$ cat config.mk
export PLATFORM = sky130hd
export DESIGN_NAME = bus_arbiter_rr
export DESIGN_NICKNAME = d
export VERILOG_FILES = /design/src/rtl/bus_arbiter_rr.sv
export SDC_FILE = /design/constraint.sdc
export NUM_CORES = 1
export LEC_CHECK = 0
export BUFFER_PORTS_ARGS = -buffer_cell sky130_fd_sc_hd__buf_2
export CORE_AREA = 2 2 39 41
export CTS_BUF_LIST = sky130_fd_sc_hd__clkbuf_2
export CTS_CLUSTER_DIAMETER = 40
export DETAILED_ROUTE_END_ITERATION = 8
export DIE_AREA = 0 0 41 43
export PLACE_DENSITY = 0.64
export SLEW_MARGIN = 20
export SYNTH_ARGS = -nofsm -noshare
export SYNTH_HDL_FRONTEND = slang
export SYNTH_SLANG_ARGS = --single-unit
$ cat constraint.sdc
create_clock -name clk -period 4.1 [get_ports clk]
set_input_delay 0.82 -clock clk [delete_from_list [all_inputs] [get_ports clk]]
set_output_delay 0.82 -clock clk [all_outputs]
set_load 0.01 [all_outputs]
$ cat src/rtl/bus_arbiter_rr.sv
// Round-robin bus arbiter with active-low request/grant and a one-cycle
// turnaround (SWITCH) on every ownership change.
// Optional tenure limit with lock override: define BUS_ARB_TIMEOUT_EN.
// Outputs are decoded from registers only.

module bus_arbiter_rr #(
    parameter int unsigned NUM_MASTERS = 4,
    parameter int unsigned MAX_HOLD    = 16,
    localparam int unsigned OWNER_W    = $clog2(NUM_MASTERS)
) (
    input  logic                   clk,
    input  logic                   reset,
    input  logic [NUM_MASTERS-1:0] m_req_,
    input  logic [NUM_MASTERS-1:0] m_lock_,
    output logic [NUM_MASTERS-1:0] m_grnt_,
    output logic [OWNER_W-1:0]     owner,
    output logic                   preempt
);

    typedef enum logic [0:0] {StGrant, StSwitch} state_e;

    state_e               state_q, state_d;
    logic [OWNER_W-1:0]   owner_q, owner_d;
    logic [OWNER_W-1:0]   next_owner_q, next_owner_d;
    logic                 preempt_q, preempt_d;

    logic [OWNER_W-1:0]   owner_eff;
    logic                 owner_req;
    logic                 found;
    logic [OWNER_W-1:0]   winner;
    logic [OWNER_W-1:0]   cand;
    logic                 expired;

    // An out-of-range owner (non-power-of-two builds) decodes as parked master 0.
    assign owner_eff = (32'(owner_q) < NUM_MASTERS) ? owner_q : '0;
    assign owner_req = ~m_req_[owner_eff];

    // First requester among the other masters, scanning owner+1, owner+2, ...
    always_comb begin
        found  = 1'b0;
        winner = owner_eff;
        cand   = owner_eff;
        for (int unsigned i = 1; i < NUM_MASTERS; i++) begin
            cand = OWNER_W'((32'(owner_eff) + i) % NUM_MASTERS);
            if (!found && !m_req_[cand]) begin
                found  = 1'b1;
                winner = cand;
            end
        end
    end

`ifdef BUS_ARB_TIMEOUT_EN
    localparam int unsigned HOLD_W = $clog2(MAX_HOLD + 1);

    logic [HOLD_W-1:0] hold_cnt_q, hold_cnt_d;

    // Tenure expiry: limit reached, owner still wants the bus, not locked, and
    // someone else is waiting.
    assign expired = (hold_cnt_q == HOLD_W'(MAX_HOLD - 1)) && owner_req &&
                     m_lock_[owner_eff] && found;
`else
    localparam int unsigned unused_max_hold = MAX_HOLD;

    logic unused_lock;
    assign unused_lock = ^m_lock_;
    assign expired     = 1'b0;
`endif

    // Next-state: keep owner, park, or start a handover through SWITCH.
    always_comb begin
        state_d      = state_q;
        owner_d      = owner_q;
        next_owner_d = next_owner_q;
        preempt_d    = 1'b0;
`ifdef BUS_ARB_TIMEOUT_EN
        hold_cnt_d   = hold_cnt_q;
`endif
        unique case (state_q)
            StGrant: begin
                if (owner_req && !expired) begin
`ifdef BUS_ARB_TIMEOUT_EN
                    if (hold_cnt_q != HOLD_W'(MAX_HOLD)) begin
                        hold_cnt_d = hold_cnt_q + 1'b1;
                    end
`endif
                end else if (!found) begin
                    // Nobody else wants the bus: stay parked on the owner.
`ifdef BUS_ARB_TIMEOUT_EN
                    hold_cnt_d = '0;
`endif
                end else begin
                    next_owner_d = winner;
                    state_d      = StSwitch;
                    preempt_d    = expired;
                end
            end
            StSwitch: begin
                // Commit regardless of the new owner's current request.
                owner_d = next_owner_q;
                state_d = StGrant;
`ifdef BUS_ARB_TIMEOUT_EN
                hold_cnt_d = '0;
`endif
            end
            default: begin
                state_d = StGrant;
            end
        endcase
    end

    // State registers with synchronous reset.
    always_ff @(posedge clk) begin
        if (reset) begin
            state_q      <= StGrant;
            owner_q      <= '0;
            next_owner_q <= '0;
            preempt_q    <= 1'b0;
        end else begin
            state_q      <= state_d;
            owner_q      <= owner_d;
            next_owner_q <= next_owner_d;
            preempt_q    <= preempt_d;
        end
    end

`ifdef BUS_ARB_TIMEOUT_EN
    // Tenure counter register.
    always_ff @(posedge clk) begin
        if (reset) begin
            hold_cnt_q <= '0;
        end else begin
            hold_cnt_q <= hold_cnt_d;
        end
    end
`endif

    // Grant decode: one low bit in GRANT, all high during turnaround.
    always_comb begin
        m_grnt_ = '1;
        if (state_q == StGrant) begin
            m_grnt_[owner_eff] = 1'b0;
        end
    end

    assign owner   = owner_q;
    assign preempt = preempt_q;

endmodule

==> results of run 1 <==
sequential cells by signal, indices dropped and copies added, names as in the netlist:
register      cells
next_owner_q      2
state_q           1
owner             2
tightest hold or removal path, cell delays in order (launching register included):
cell	delay [ns]
dfxtp_1	0.32
mux2i_1	0.07
nor2_1	0.07
layout make-up:
| type | count | area [um^2] | share of cell area, % |
|---|---|---|---|
| sequential | 5 | 100.1 | 16.63 |
| clock buffer | 4 | 20.02 | 3.326 |
| inverter | 3 | 11.26 | 1.871 |
| multi-input combinational | 47 | 395.4 | 65.70 |
| timing repair buffer | 11 | 55.05 | 9.148 |
| tap | 16 | 20.02 | 3.326 |
path summary, 6_finish.rpt:
kind                                       from               to  cells past startpoint
worst max register to register         owner[0]  next_owner_q[0]                      6
worst min register to register  next_owner_q[1]         owner[1]                      2
worst min-delay path            next_owner_q[1]         owner[1]                      2
worst max-delay path                   owner[0]       m_grnt_[2]                      4
power groups by stage:
| stage | combinational, mW | sequential, mW | clock (mW) |
|---|---|---|---|
| 3_5_place_dp | 0.0532 | 0.0616 | 0 |
| 6_report | 0.0532 | 0.0605 | 0.0443 |
| 5_1_grt | 0.0589 | 0.0616 | 0.0511 |
| 3_3_place_gp | 0.0526 | 0.0616 | 0 |
| 2_1_floorplan | 0.0466 | 0.0573 | 0 |
| 4_1_cts | 0.0533 | 0.0605 | 0.0475 |
placed cells by master, fill, tap and decap left out, types with 2 or more instances in the layout:
master	netlist	layout
a211oi_2	2	2
a21oi_1	3	3
a31oi_1	2	2
buf_2	1	11
clkbuf_2	0	4
dfxtp_1	5	5
ha_1	4	4
inv_1	3	3
mux2_2	2	2
mux2i_1	5	5
nand2b_1	4	4
nor2_1	2	2
per-layer routing:
layer,GRT usage [%],vias up,wire (um),part of all wire [%]
li1,-,244,-,-
met4,8.000,0,0,0
met2,17.19,9,463,45
met3,3.141,0,27,2.6
met1,18.59,212,529,52
met5,0,-,0,0
cells by family (layout without fill, tap and decap cells):
kind of cell             count (synthesis)  count (layout)  share of synthesized area, %
flip-flops                               5               5                         18.22
AO/OA/AOI/OAI                           17              17                         27.56
AND/OR/NAND/NOR                         18              18                         21.41
other                                    1               1                        0.6827
buffers and inverters                    9              18                         9.793
adder cells (fa/ha/maj)                  4               4                         9.112
multiplexers                             7               7                         13.21
==> run_results.csv, run 1 <==
group,metric,value,unit
pwr,p_sw_share,32.55,%
synthesis,synth-warning-count,0,
layout,final_core_util,43.49,%
worst_hold_path,min_path_type,"flip-flop to flip-flop",
layout,final_nets,85,
floorplanning,die_h,43,um
timing,max_freq,447.9,MHz
place,dp.cells,82,
floorplanning,floorplan.rows,14,
layout,fin_cells,86,
layout,nFillCells,152,
routing,drcViolationCount,0,
timing,finalCritPeriodShare,54.45,%
pwr,p_int,106.6,uW
clocking,cts_resized,0,
synthesis,yosysSeqAreaShare,18.22,%
layout,syn2layout_area_growth,9.567,%
setup_path,crit_fanout,16,
routing,viasPerCell,5.407,
timing,max_slew_margin,63.80,%
floorplanning,core_area,1384,um^2
routing,num_vias,465,
pwr,pwr-share-seq,38.3,%
timing,rsz0062_at_grt,"no",
pwr,comb_power_share,33.7,%
clocking,post_cts_buffers,0,
timing,setup_viol,0,
global_routing,antenna_found_initial,0,
synthesis,ys_types,37,
place,dp_slack,1.871,ns
synthesis,synth_top_area_share,18.22,%
status,outcome,"finished, final reports clean",
floorplanning,ios,17,
setup_path,crit_arrival,1.41,ns
clocking,clock-sinks,5,
clocking,cts_max_path_buffers,2,
synthesis,yosys-top-cells-area,"dfxtp_1, ha_1, mux2i_1",
synthesis,synth_nets,75,
timing,setup_slack,1.868,ns
clocking,postCtsHoldBufs,0,
floorplanning,die_x,41,um
floorplanning,dieArea,1763,um^2
layout,diodes,0,
clocking,htree_levels,1,
routing,wl,1020,um
setup_path,rrSetupSlack,1.87,ns
pwr,powerDensity,262.6,nW/um^2
place,routabilityCongestion,0.6327,
global_routing,grt_pass1_vias,370,
synthesis,synth_top_area_cell,"dfxtp_1",
routing,wl_per_cell,11.86,um
routing,firstDrtPassIters,4,
pwr,ir_drop,150.1,uV
setup_path,slowest_delay,0.66,ns
routing,drtAntennaViolNets,0,
pwr,p_leak,0.2596,nW
timing,tns,0,ns
timing,slew_violations,0,
timing,timing.final.crit_period,2.232,ns
layout,drive_above_1_share,35.71,%
pwr,clock_power_share,28.0,%
synthesis,ys_top_cells_by_count,"dfxtp_1, mux2i_1, ha_1, nand2b_1",
synthesis,synth_enable_flop_cells,0,
global_routing,grt-ovfl-total,0,
setup_path,cp_slowest_cell,"dfxtp_1",
clocking,clkTransAtPathRegs,0.05,ns
global_routing,grt_use_total,13.14,%
place,port_buffers,11,
setup_path,crit_family,"flip-flops",
synthesis,ys_seq_elements,5,
floorplanning,initial_core_util,39.69,%
setup_path,crit_type,"flip-flop to output pin",
synthesis,syn_avg_cell_area,9.005,um^2
setup_path,crit_path_end_kind,"output pin",
synthesis,netlist_area,549.3,um^2
clocking,clk_latency,0.21,ns
pwr,switching_power,51.44,uW
setup_path,setup.worst_path.start_class,"flip-flop",
routing,drtIter0Drc,6,
global_routing,grt_pass1_wl,1600,um
clocking,cts_buffers,3,
setup_path,path_cells,"inv_1 -> ha_1 -> nand2b_1 -> buf_2",
synthesis,async_flop_share,0,%
place,hpwl,703.6,um
place,placed_area,581.8,um^2
timing,hold_ws,0.4986,ns
timing,finalHoldViolCount,0,
synthesis,yosys_most_used_dff,"dfxtp_1",
setup_path,crit_buf_inv,2,
clocking,cts_tree,"built",
job,maxCapViolations,0,
synthesis,syn_inst,61,
clocking,root_buffer,"clkbuf_2",
pwr,power,158.0,uW
layout,postLayoutCellArea,601.8,um^2
timing,finClkSkew,0.00002844,ns
timing,worst_pin_slew,0.5423,ns
setup_path,required,3.28,ns
global_routing,grt_max_degree,17,
No activity file was read; power rests on OpenSTA's default activity.
==> inputs of run 2 (changes only) <==
clock period = 2.3 ns   (was 4.1 ns; I/O delays follow)
==> run 2 against run 1 <==
Compared with the run above: design area is 2.5% higher; first-iteration DRC count stayed put; global-route usage is 0.63 points higher; critical path depth is 2 higher; clock-buffer cell count stayed put; non-clock buffer count is 2 higher; critical endpoint is now next_owner_q[0].
==> run_results.csv, run 2 (synthesized netlist as in run 1, its figures left out) <==
group,metric,value,unit
timing,finalHoldViolCount,0,
pwr,ir_drop,248.5,uV
floorplanning,die_h,43,um
floorplanning,initial_core_util,39.69,%
layout,drive_above_1_share,37.50,%
setup_path,crit_path_end_kind,"flip-flop",
global_routing,grt_pass1_wl,1635,um
routing,viasPerCell,5.443,
global_routing,grt_use_total,13.77,%
clocking,cts_tree,"built",
clocking,htree_levels,1,
layout,nFillCells,160,
routing,wl,1054,um
routing,wl_per_cell,11.98,um
timing,finClkSkew,0.002712,ns
setup_path,crit_type,"flip-flop to flip-flop",
pwr,powerDensity,463.2,nW/um^2
clocking,postCtsHoldBufs,0,
clocking,clkTransAtPathRegs,0.05,ns
timing,rsz0062_at_grt,"no",
floorplanning,die_x,41,um
place,dp.cells,84,
worst_hold_path,hold_path_depth,2,
floorplanning,floorplan.rows,14,
layout,final_nets,87,
routing,drtIter0Drc,6,
global_routing,antenna_found_initial,0,
clocking,cts_max_path_buffers,2,
routing,num_vias,479,
setup_path,reg2reg_depth,6,
setup_path,path_cells,"inv_1 -> ha_1 -> mux2_2 -> a221oi_2 -> a21oi_1 -> a211oi_2",
clocking,cts_buffers,3,
layout,diodes,0,
timing,slew_violations,0,
global_routing,grt_pass1_vias,422,
timing,max_freq,568.8,MHz
clocking,post_cts_buffers,0,
place,routabilityCongestion,0.6560,
routing,drcViolationCount,0,
setup_path,crit_arrival,1.90,ns
timing,finalCritPeriodShare,76.44,%
timing,timing.final.crit_period,1.758,ns
place,hpwl,780.8,um
worst_hold_path,min_path_type,"input port to flip-flop",
setup_path,crit_fanout,7,
layout,layout_common_cells,"buf_2, mux2i_1, dfxtp_1",
clocking,cts_resized,0,
routing,drtAntennaViolNets,0,
pwr,p_leak,0.2704,nW
layout,layout_commonest_cell,"buf_2",
floorplanning,dieArea,1763,um^2
global_routing,grt_max_degree,16,
layout,final_core_util,44.57,%
layout,syn2layout_area_growth,12.30,%
clocking,clock-sinks,5,
layout,fin_cells,88,
timing,tns,0,ns
global_routing,grt-ovfl-total,0,
routing,firstDrtPassIters,4,
place,dp_slack,0.5350,ns
status,outcome,"finished, final reports clean",
setup_path,cp_slowest_cell,"ha_1",
timing,setup_slack,0.5419,ns
floorplanning,ios,17,
place,port_buffers,11,
setup_path,setup.worst_path.start_class,"flip-flop",
clocking,clk_latency,0.21,ns
timing,setup_viol,0,
floorplanning,core_area,1384,um^2
job,maxCapViolations,0,
setup_path,required,2.44,ns
setup_path,slowest_delay,0.42,ns
clocking,root_buffer,"clkbuf_2",
pwr,power,285.7,uW
[run 2: cell types whose count changed in the layout (fill, tap and decap cells not counted)]
cell / previous run / this run
buf_4: 0 / 2
[run 2: worst paths after layout]
check | from | end | slack, ns
max | owner[1] | next_owner_q[0] | 0.54
min reg2reg | next_owner_q[1] | owner[1] | 0.51
min | reset | next_owner_q[0] | 0.47
max reg2reg | owner[1] | next_owner_q[0] | 0.54
[run 2: worst max-delay path, delay by kind of cell, from the launching register on]
kind	cells	cell delay, ns
AO/OA/AOI/OAI	3	0.49
adder cells (fa/ha/maj)	1	0.42
multiplexers	1	0.37
flip-flops	1	0.32
buffers and inverters	1	0.08
[run 2: layout make-up]
type / instances / area (um^2) / area share, %
flip-flops and latches: 5 / 100.1 / 16.23
inverters: 3 / 11.26 / 1.826
repair buffers: 13 / 70.07 / 11.36
multi-input cells: 47 / 395.4 / 64.10
well taps: 16 / 20.02 / 3.245
clock buffers: 4 / 20.02 / 3.245
[run 2: power by group]
group	leakage, nW	total (mW)	internal [mW]	switching (mW)
registers	0.0411	0.102	0.0954	0.00656
clock network	0.0166	0.0802	0.0460	0.0342
logic	0.213	0.104	0.0507	0.0528
[run 2: per-stage QoR]
stage               instance area (um^2)  hold WS (ns)
global placement                   596.8        0.4955
floorplan                          549.3        0.4643
CTS                                616.8        0.4552
detailed placement                 596.8        0.4899
finish                             616.8        0.4705
global route                       616.8        0.4651
[run 2: metal layers]
layer  track usage, %  part of all wire [%]
met1            16.13                    48
met2            20.63                    48
met3            3.141                   3.5
met4            10.00                  0.95
met5                0                     0
==> inputs of run 3 (changes only) <==
PLACE_DENSITY = 0.66   (was 0.64)
clock period = 1.55 ns   (was 2.3 ns; I/O delays follow)
==> run 3 against run 2 <==
Compared with the run above: critical path depth unchanged; design area up 7.1%; global-route usage is 0.69 points higher; setup slack got worse by 0.52 ns; hold slack worse by 0.14 ns; first-iteration DRC count decreased by 83%; wire length about the same; maximum frequency up 15%; flip-flop and latch count unchanged; critical path type unchanged; critical endpoint unchanged.
==> run_results.csv, run 3 (synthesized netlist as in run 1, its figures left out) <==
group,metric,value,unit
status,outcome,"finished, final reports clean",
routing,drtIter0Drc,1,
setup_path,crit_path_end_kind,"flip-flop",
setup_path,slowest_delay,0.35,ns
global_routing,grt_pass1_vias,432,
layout,final_nets,89,
clocking,cts_buffers,3,
routing,viasPerCell,5.378,
routing,wl,1055,um
setup_path,crit_fanout,7,
place,routabilityCongestion,0.6724,
timing,setup_viol,0,
worst_hold_path,min_path_type,"input port to flip-flop",
setup_path,cp_slowest_cell,"dfxtp_4",
setup_path,path_cells,"inv_4 -> ha_4 -> mux2_4 -> a221oi_2 -> a21oi_1 -> a211oi_2",
global_routing,grt-ovfl-total,0,
floorplanning,initial_core_util,39.69,%
floorplanning,ios,17,
pwr,ir_drop,414.6,uV
floorplanning,core_area,1384,um^2
layout,diodes,0,
setup_path,required,1.68,ns
timing,max_freq,653.0,MHz
job,maxCapViolations,0,
pwr,p_leak,0.2885,nW
routing,drtAntennaViolNets,0,
timing,slew_violations,0,
timing,rsz0062_at_grt,"yes",
layout,syn2layout_area_growth,20.27,%
setup_path,setup.worst_path.start_class,"flip-flop",
floorplanning,dieArea,1763,um^2
clocking,cts_tree,"built",
routing,num_vias,484,
pwr,powerDensity,656.5,nW/um^2
floorplanning,floorplan.rows,14,
clocking,htree_levels,1,
clocking,cts_max_path_buffers,2,
global_routing,antenna_found_initial,0,
setup_path,crit_type,"flip-flop to flip-flop",
floorplanning,die_x,41,um
layout,fin_cells,90,
routing,firstDrtPassIters,2,
layout,layout_commonest_cell,"buf_2",
layout,final_core_util,47.74,%
place,dp.cells,85,
clocking,cts_resized,0,
clocking,root_buffer,"clkbuf_2",
place,port_buffers,11,
timing,finalHoldViolCount,0,
timing,finClkSkew,0.004754,ns
clocking,clkTransAtPathRegs,0.06,ns
routing,wl_per_cell,11.72,um
setup_path,crit_arrival,1.67,ns
layout,layout_common_cells,"buf_2, mux2i_1, nand2b_1, clkbuf_2, buf_4",
floorplanning,die_h,43,um
global_routing,grt_use_total,14.46,%
clocking,clock-sinks,5,
routing,drcViolationCount,0,
timing,tns,0,ns
global_routing,grt_max_degree,16,
place,hpwl,758.8,um
timing,hold_ws,0.3258,ns
timing,timing.final.crit_period,1.531,ns
global_routing,grt_pass1_wl,1773,um
timing,finalCritPeriodShare,98.80,%
layout,drive_above_1_share,45.95,%
clocking,clk_latency,0.21,ns
clocking,postCtsHoldBufs,0,
[run 3: cell types whose count changed in the layout (fill, tap and decap cells not counted), sizes merged]
| cell | before | now |
|---|---|---|
| buf | 13 | 15 |
[run 3: where the power goes]
part | switching, mW | total (mW) | internal, mW
Sequential | 0.0109 | 0.151 | 0.140
Clock | 0.0487 | 0.117 | 0.0683
Combinational | 0.0810 | 0.166 | 0.0848
Total | 0.141 | 0.434 | 0.293
[run 3: cell type report]
class / instances / area (um^2)
Inverter: 3 / 16.27
Sequential cell: 5 / 107.6
Timing Repair Buffer: 15 / 85.08
Fill cell: 153 / 723.2
Tap cell: 16 / 20.02
Clock buffer: 4 / 20.02
Multi-Input combinational cell: 47 / 411.6
[run 3: routing by layer]
metal	global-route usage [%]	wire length, um
met1	18.33	520
met2	22.50	492
met3	3.141	42
met4	6.000	0
met5	0	0
[run 3: through the flow]
stage	power (mW)	setup WS (ns)	area, um^2
finish	0.4337	0.01866	660.6
global route	0.4676	-0.08320	660.6
CTS	0.4437	0.001405	660.6
detailed placement	0.3170	-0.001986	633.1
global placement	0.3149	0.01352	633.1
floorplan	0.2841	-0.07253	588.1
[run 3: worst max-delay path: cells and delay by family (launching register included)]
family,cells,cell delay [ns]
AOI/OAI and AO/OA,3,0.47
adders and majority gates,1,0.29
buffers and inverters,1,0.04
DFF,1,0.35
muxes,1,0.31
[run 3: what timing repair did]
item,4_1_cts,5_1_grt
setup buffers,1,0
setup endpoints to repair,1,3
pin swaps,1,0
[run 3: final timing paths]
| kind | startpoint | to | slack, ns | cells after the start |
|---|---|---|---|---|
| worst max-delay path | owner[1] | next_owner_q[0] | 0.02 | 6 |
| worst min-delay path | reset | next_owner_q[0] | 0.33 | 2 |
| worst max register to register | owner[1] | next_owner_q[0] | 0.02 | 6 |
| worst min register to register | next_owner_q[0] | owner[0] | 0.52 | 2 |
